`src/rtl/fifo_uart_drain.sv`:
```
// -----------------------------------------------------------------------------
// fifo_uart_drain
//
// Drains 8-bit ADC samples from the sample FIFO and sends each one as an
// asynchronous UART frame (start, 8 data bits LSB first, optional even parity,
// one stop bit). Exactly one FIFO pop is issued per transmitted byte. A single
// per-bit baud counter sets the bit time; there is no oversampling and no
// receive path.
//
// Optional feature macro: UART_PARITY_EN
//   defined   -> an even-parity bit is inserted between the data bits and the
//                stop bit (11 bit times per frame)
//   undefined -> plain 8N1 (10 bit times per frame)
//
// Parameters
//   CLKS_PER_BIT  clock cycles per UART bit, legal range 2..65535
//   CNT_W         width of the completed-frame counter
//
// Ports
//   i_clk          system clock, all logic on the rising edge
//   i_rst          synchronous active-high reset
//   i_enable       when low no new byte is started; a frame in flight completes
//   i_fifo_empty   FIFO empty flag
//   i_fifo_dout    FIFO read data, valid the cycle after o_fifo_pop
//   o_fifo_pop     single-cycle FIFO pop strobe
//   o_tx           UART serial line, idle high
//   o_busy         high from the pop cycle through the last stop-bit cycle
//   o_byte_done    single-cycle pulse on the last stop-bit cycle
//   o_bytes_sent   completed frames, wraps modulo 2^CNT_W
//
// Every output is a flop. Each flop is loaded from the next-state decode, so
// the pop decision is taken from enable/empty as seen on the edge that opens
// the pop cycle (the edge leaving an idle cycle, or the edge leaving the last
// stop-bit cycle for back-to-back frames). Pop-to-start-bit spacing is
// therefore still two cycles and consecutive frames are separated by exactly
// two idle-high cycles.
// -----------------------------------------------------------------------------
module fifo_uart_drain #(
  parameter int CLKS_PER_BIT = 434,
  parameter int CNT_W        = 16
) (
  input  logic             i_clk,
  input  logic             i_rst,
  input  logic             i_enable,
  input  logic             i_fifo_empty,
  input  logic [7:0]       i_fifo_dout,
  output logic             o_fifo_pop,
  output logic             o_tx,
  output logic             o_busy,
  output logic             o_byte_done,
  output logic [CNT_W-1:0] o_bytes_sent
);

  localparam int BAUD_W = (CLKS_PER_BIT > 1) ? $clog2(CLKS_PER_BIT) : 1;
  localparam logic [BAUD_W-1:0] BAUD_ZERO = {BAUD_W{1'b0}};
  localparam logic [BAUD_W-1:0] BAUD_ONE  = BAUD_W'(1);
  localparam logic [BAUD_W-1:0] BAUD_LAST = BAUD_W'(CLKS_PER_BIT - 1);
  localparam logic [CNT_W-1:0]  CNT_ZERO  = {CNT_W{1'b0}};
  localparam logic [CNT_W-1:0]  CNT_ONE   = CNT_W'(1);

  typedef enum logic [2:0] {
    S_IDLE   = 3'd0,
    S_FETCH  = 3'd1,
    S_START  = 3'd2,
    S_DATA   = 3'd3,
`ifdef UART_PARITY_EN
    S_PARITY = 3'd4,
`endif
    S_STOP   = 3'd5
  } state_t;

`ifdef UART_PARITY_EN
  // Even parity: the transmitted bit makes the total count of ones even.
  function automatic logic even_parity(input logic [7:0] data);
    even_parity = ^data;
  endfunction
`endif

  state_t              r_state;
  logic [BAUD_W-1:0]   r_baud;
  logic [2:0]          r_bit_idx;
  logic [7:0]          r_shift;
  logic                r_pop;
  logic                r_tx;
  logic                r_busy;
  logic                r_byte_done;
  logic [CNT_W-1:0]    r_bytes_sent;

  state_t              w_state_next;
  logic [BAUD_W-1:0]   w_baud_next;
  logic [2:0]          w_bit_next;
  logic [7:0]          w_shift_next;
  logic                w_pop_next;
  logic                w_tx_next;
  logic                w_busy_next;
  logic                w_done_next;
  logic                w_bit_end;
  logic                w_start_ok;

  assign w_bit_end  = (r_baud == BAUD_LAST);
  assign w_start_ok = i_enable & ~i_fifo_empty;

  // Next-state, baud counter, bit index, shift register and pop decision.
  always_comb begin
    w_state_next = r_state;
    w_baud_next  = r_baud;
    w_bit_next   = r_bit_idx;
    w_shift_next = r_shift;
    w_pop_next   = 1'b0;
    case (r_state)
      S_IDLE: begin
        if (r_pop) begin
          // This is the pop cycle; the FIFO presents data during FETCH.
          w_state_next = S_FETCH;
        end else begin
          w_pop_next = w_start_ok;
        end
      end
      S_FETCH: begin
        w_shift_next = i_fifo_dout;
        w_baud_next  = BAUD_ZERO;
        w_bit_next   = 3'd0;
        w_state_next = S_START;
      end
      S_START: begin
        if (w_bit_end) begin
          w_baud_next  = BAUD_ZERO;
          w_state_next = S_DATA;
        end else begin
          w_baud_next = r_baud + BAUD_ONE;
        end
      end
      S_DATA: begin
        if (w_bit_end) begin
          w_baud_next = BAUD_ZERO;
          if (r_bit_idx == 3'd7) begin
`ifdef UART_PARITY_EN
            w_state_next = S_PARITY;
`else
            w_state_next = S_STOP;
`endif
          end else begin
            w_bit_next = r_bit_idx + 3'd1;
          end
        end else begin
          w_baud_next = r_baud + BAUD_ONE;
        end
      end
`ifdef UART_PARITY_EN
      S_PARITY: begin
        if (w_bit_end) begin
          w_baud_next  = BAUD_ZERO;
          w_state_next = S_STOP;
        end else begin
          w_baud_next = r_baud + BAUD_ONE;
        end
      end
`endif
      S_STOP: begin
        if (w_bit_end) begin
          w_baud_next  = BAUD_ZERO;
          w_state_next = S_IDLE;
          // Back-to-back: the first idle cycle after the stop bit is the pop.
          w_pop_next   = w_start_ok;
        end else begin
          w_baud_next = r_baud + BAUD_ONE;
        end
      end
      default: begin
        w_state_next = S_IDLE;
        w_baud_next  = BAUD_ZERO;
        w_bit_next   = 3'd0;
      end
    endcase
  end

  // Output decode from the next state so every output comes straight off a flop.
  always_comb begin
    w_tx_next = 1'b1;
    case (w_state_next)
      S_START:  w_tx_next = 1'b0;
      S_DATA:   w_tx_next = w_shift_next[w_bit_next];
`ifdef UART_PARITY_EN
      S_PARITY: w_tx_next = even_parity(w_shift_next);
`endif
      default:  w_tx_next = 1'b1;
    endcase
    w_busy_next = w_pop_next | (w_state_next != S_IDLE);
    w_done_next = (w_state_next == S_STOP) & (w_baud_next == BAUD_LAST);
  end

  // State, datapath and output registers with synchronous reset.
  always_ff @(posedge i_clk) begin
    if (i_rst) begin
      r_state      <= S_IDLE;
      r_baud       <= BAUD_ZERO;
      r_bit_idx    <= 3'd0;
      r_shift      <= 8'h00;
      r_pop        <= 1'b0;
      r_tx         <= 1'b1;
      r_busy       <= 1'b0;
      r_byte_done  <= 1'b0;
      r_bytes_sent <= CNT_ZERO;
    end else begin
      r_state     <= w_state_next;
      r_baud      <= w_baud_next;
      r_bit_idx   <= w_bit_next;
      r_shift     <= w_shift_next;
      r_pop       <= w_pop_next;
      r_tx        <= w_tx_next;
      r_busy      <= w_busy_next;
      r_byte_done <= w_done_next;
      if (w_done_next) begin
        r_bytes_sent <= r_bytes_sent + CNT_ONE;
      end else begin
        r_bytes_sent <= r_bytes_sent;
      end
    end
  end

  assign o_fifo_pop   = r_pop;
  assign o_tx         = r_tx;
  assign o_busy       = r_busy;
  assign o_byte_done  = r_byte_done;
  assign o_bytes_sent = r_bytes_sent;

endmodule

```
`config.mk`:
```
export PLATFORM = sky130hd
export DESIGN_NAME = fifo_uart_drain
export DESIGN_NICKNAME = d
export VERILOG_FILES = /design/src/rtl/fifo_uart_drain.sv
export SDC_FILE = /design/constraint.sdc
export NUM_CORES = 1
export LEC_CHECK = 0
export ABC_AREA = 1
export CAP_MARGIN = 20
export CORE_MARGIN = 2
export CORE_UTILIZATION = 55
export DETAILED_ROUTE_END_ITERATION = 10
export PLACE_DENSITY = 0.79
export SLEW_MARGIN = 20
export SYNTH_ARGS = -nofsm -noshare
export SYNTH_HDL_FRONTEND = slang
export SYNTH_SLANG_ARGS = --single-unit
```
`constraint.sdc`:
```
create_clock -name i_clk -period 2.36 [get_ports i_clk]
set_input_delay 0.354 -clock i_clk [delete_from_list [all_inputs] [get_ports i_clk]]
set_output_delay 0.354 -clock i_clk [all_outputs]
set_load 0.02 [all_outputs]
```
## Word level (Yosys, flattened, before mapping)

Cells that the tools add are included.
W data, S select, Z words.

| operators by class | value |
|---|---|
| bitwise operators | 4 |
| mux-type cells | 18 |
| magnitude comparators | 1 |
| add/subtract/negate cells | 3 |
| equality and inequality tests | 10 |
| reduce and logical (&&, ||, !) cells | 4 |

Operators by type and width:

| operator | number |
|---|---|
| $mux W3 | 7 |
| $eq A9 B9 Y1 const B | 2 |
| $pmux W9 S2 | 1 |
| $add A16 B1 Y16 const B | 1 |
| $pmux W3 S5 | 1 |
| $eq A3 B2 Y1 const B | 4 |
| $add A9 B1 Y9 const B | 1 |
| $eq A3 B3 Y1 const B | 3 |
| $mux W9 | 1 |
| $mux W8 | 1 |
| $pmux W3 S2 | 1 |
| $reduce_or A3 Y1 | 2 |
| $lt A3 B4 Y1 const B | 1 |
| $pmux W1 S2 | 2 |
| $add A3 B1 Y3 const B | 1 |
| $bmux W1 S3 | 1 |
| $eq A3 B1 Y1 const B | 1 |
| $logic_not A3 Y1 | 1 |
| $mux W1 | 3 |
| $reduce_bool A3 Y1 | 1 |
| $and A1 B1 Y1 | 2 |
| $not A1 Y1 | 1 |
| $or A1 B1 Y1 | 1 |

| word-level totals | value |
|---|---|
| logic and storage cells | 49 |
| input bits | 12 |
| output and inout bits | 20 |
| bits in registers | 43 |

## Longest topological paths before layout

| depth | value |
|---|---|
| depth after elaboration | 7 |
| mapped depth | 16 |
| mapped depth without buffers | 15 |

## Worst setup path after synthesis

OpenSTA, ideal clock, no wires.

| timing path | value |
|---|---|
| path kind | reg-to-reg |
| start point | register r_baud[0] |
| end point | register r_bytes_sent[10], in the netlist o_bytes_sent[10] |
| path slack | 0.537 ns |
| arrival time | 1.696 ns |
| path buffers | 1 |
| required time | 2.232 ns |
| cell stages (with the launch flop) | 16 |
| period minus slack after synthesis | 1.823 ns |
| setup time | 0.128 ns |
| cells stage by stage | dfxtp_1 ha_1 nand2_1 nor2_2 nand2_1 nand2_1 nand3_1 nand2_1 nand3_2 inv_1 nand3_2 nor2_4 buf_6 nand3_1 nand2_1 nor2_1 |

| on the way | value |
|---|---|
| cells in the longest elaborated chain, start to end | 5 |
| elaborated cells between the ends (all ways) | 11 |
| those cells by class | add/sub: 1; eq/ne: 3; mux: 6; bitwise: 1 |

RTL lines:

| item | RTL line | text |
|---|---|---|
| from (decl) | 80 | `logic [BAUD_W-1:0] r_baud;` |
| from (signal assigned) | 206 | `r_baud <= w_baud_next;` |
| $add A9 B1 Y9 / $eq A9 B9 Y1 (equally long branches) | n/a |  |
| $mux W9, or another cell as far along | 126, 134, 160 |  |
| $pmux W9 S2 / $pmux W3 S5 (equally long branches) | 110 | `case (r_state)` |
| $eq A9 B9 Y1 / $eq A3 B3 Y1 (equally long branches) | 189 | `w_done_next = (w_state_next == S_STOP) & (w_baud_next == BAUD_LAST);` |
| $and A1 B1 Y1 (*) | 189 |  |
| to (signal assigned) | 214 | `r_bytes_sent <= r_bytes_sent + CNT_ONE;` |
| to (signal assigned) | 216 | `r_bytes_sent <= r_bytes_sent;` |
| to (decl) | 87 | `logic [CNT_W-1:0] r_bytes_sent;` |

Mark *: on every way between the ends. The rest lies on a longest branch, timed or not.
A chain may end at the register's enable or synchronous reset.

## Worst setup path after layout

| timing path | value |
|---|---|
| start point | register r_baud[1] |
| end point | register r_bytes_sent[15], in the netlist o_bytes_sent[15] |

Same word-level chain as after synthesis.

==> metrics.md <==
| Metric | Value |
|---|---|
| Post-route ant nets | 0 |
| Largest net degree at the start of global routing | 22 |
| Wirelength per Cell | 11.89 µm |
| Max layer used | met4 |
| Detailed Route Iter0 Violations | 107 |
| Worst endpoint data arrival time | 2.25 ns |
| Min Hold Slack | 0.4985 ns |
| Fill count | 388 |
| DR WL met2 | 2.681 mm |
| Crit path time final | 2.057 ns |
| DR WL met3 | 174 µm |
| First-pass GRT wire length | 9.777 mm |
| Mapped Nets | 399 |
| Worst Tran Pin Value | 0.5488 ns |
| Yosys warnings | 0 |
| H-tree levels | 2 |
| P per Cell Area | 453.2 nW/µm² |
| WS Path Type | reg -> reg |
| CTS root buf | clkbuf_8 |
| DRC violations left | 0 |
| Slew HR | 0.6331 |
| Worst min path class | reg -> reg |
| Post-synth EDFFs | 0 |
| CTS Buf Count | 5 |
| Asr flop ratio synth | 0 |
| Final setup vio count | 0 |
| GRT Overall Usage | 0.2385 |
| Clk_skew | 0.01052 ns |
| Initial antenna violation count | 0 |
| Core Region | 4384 µm² |
| Max Buffers Root-to-Sink | 2 |
| Mapped Avg Cell Area | 6.537 µm² |
| Share of cells above drive strength 1 | 0.1082 |
| Synth Instances | 383 |
| VDD IR-drop max | 0.0004207 V |
| Yosys cell types | 34 |
| Sequential element share of the synthesized area | 0.3438 |
| Layout Nets | 431 |
| Worst reg2reg setup slack | 0.30 ns |
| Die Area | 5108 µm² |
| Chip width | 71.47 µm |
| Commonest non-fill, non-tap cell in the layout | nand2_1 |
| Max Fclk | 0.4863 GHz |
| Period utilization | 0.8714 |
| Row count | 24 |
| Clock slew at reported path FFs | 0.08 ns |
| Setup TNS | 0 ns |
| Slew Limit Fails | 0 |
| Worst slack, placed | 0.2851 ns |
| Yosys reg bits | 43 |
| # IOs | 32 |
| Setup ws final | 0.3035 ns |
| Port Buffers | 31 |
| M1 wire length | 2.626 mm |
| Initial core utilization | 0.5711 |
| Post-Syn Area | 2504 µm² |
| Vias in the first global route | 2,248 |
| Status | finished, final reports clean |
| Drt pass-1 iters | 4 |
| DRT Wirelength | 5.565 mm |
| Final hold vios | 0 |
| Post-synth top flop | dfxtp_1 |
| Vias | 2,409 |
| Gpl congestion | 0.9575 |
| Ant. Diodes | 0 |
| TritonCTS clock tree | done |
| Leakage power | 0.001389 µW |
| WP data required | 2.55 ns |
| Sequential Area | 862.1 µm² |
| Final HPWL DP | 4.238 mm |
| Critical Path Sink Type | flop |
| Clk sinks | 43 |
| Footprint of the multi-input gates | 1388 µm² |
| Max-Cap Viols | 0 |
| Overall Power | 1341 µW |
| Skew-Pair Late Insertion Delay | 0.30 ns |
| Worst-path maximum fanout | 21 |
| Worst Setup Start Kind | flop |
| Most frequent cells in the layout | 101 x nand2_1, 60 x nor2_1, 55 x nand3_1 |
| Vias per inst | 5.147 |
| Die height | 71.47 µm |
| Grt ovf | 0 |
| Syn-to-layout area delta | 18.19% |
| RSZ-0062 raised after global routing | false |
-- final timing paths --
path                                 start               end  cells after the start
worst max register to register   r_baud[1]  o_bytes_sent[15]                     15
worst min register to register  r_shift[6]        r_shift[6]                      2
worst max-delay path             r_baud[1]  o_bytes_sent[15]                     15
worst min-delay path            r_shift[6]        r_shift[6]                      2
-- logic make-up (layout without fill, tap and decap cells) --
family	count (synthesis)	in the layout	synth area share
XOR/XNOR	1	1	0.003499
multiplexers	8	8	0.03199
buffers and inverters	62	95	0.1019
AND/OR/NAND/NOR	242	242	0.4353
adder cells (fa/ha/maj)	4	4	0.01999
AO/OA/AOI/OAI	23	23	0.06347
flip-flops	43	43	0.3438
-- registers in the layout, summed over array words and instances, names as in the netlist --
signal        cells
r_state           3
r_baud            9
o_bytes_sent     16
o_fifo_pop        1
o_byte_done       1
r_bit_idx         3
o_busy            1
o_tx              1
r_shift           8
-- critical path: stages (launching register included) --
cell and delay (ns):
dfxtp_1 0.38, ha_1 0.23, nand2_1 0.09, nor2_2 0.17
nand2_1 0.07, nand2_1 0.06, nand3_1 0.09, nand2_1 0.11
nand3_2 0.09, inv_1 0.08, nand3_2 0.09, nor2_4 0.11
buf_12 0.17, nand3_1 0.08, nand2_1 0.08, nor2_1 0.04
-- routing by layer --
| layer | up-vias | global-route usage |
|---|---|---|
| met2 | 39 | 0.4012 |
| li1 | 1270 | - |
| met4 | 0 | 0.08176 |
| met5 | - | 0 |
| met3 | 9 | 0.04641 |
| met1 | 1091 | 0.3065 |
-- metrics by stage --
step                utilization  area [µm²]  cells
floorplan                     -        2504    383
global placement         0.6518        2858    460
detailed placement       0.6518        2858    460
CTS                      0.6747        2958    468
global route             0.6749        2959    468
finish                   0.6749        2959    468
-- Yosys cell counts (all sizes together) (2+ instances only) --
cell | instances | area share
and3 | 2 | 0.0050
dfxtp | 43 | 0.34
nand4 | 4 | 0.012
nand3 | 59 | 0.13
nor3 | 3 | 0.0080
nor2 | 67 | 0.11
buf | 6 | 0.018
clkbuf | 3 | 0.0045
mux2i | 8 | 0.032
a21oi | 15 | 0.042
ha | 4 | 0.020
nand2 | 105 | 0.17
o21ai | 6 | 0.016
inv | 52 | 0.078
-- layout make-up --
cell class,instances,area share
Inverter,53,0.06723
Timing Repair Buffer,34,0.1167
Multi-Input combinational cell,278,0.4689
Tap cell,52,0.02199
Sequential cell,43,0.2913
Clock buffer,8,0.03383
-- power by group --
| group | internal, µW | switching (µW) | total (µW) |
|---|---|---|---|
| clock network | 267 | 244 | 511 |
| logic | 41.9 | 50.7 | 92.6 |
| registers | 733 | 4.98 | 738 |
-- repair_timing --
item                                   CTS  global route
endpoints found under the hold margin    0             0
hold buffers                             0             0
setup endpoints to repair                0             2
resized for setup                        0             1
buffers inserted                         0             0
No activity file was read; power rests on OpenSTA's default activity.
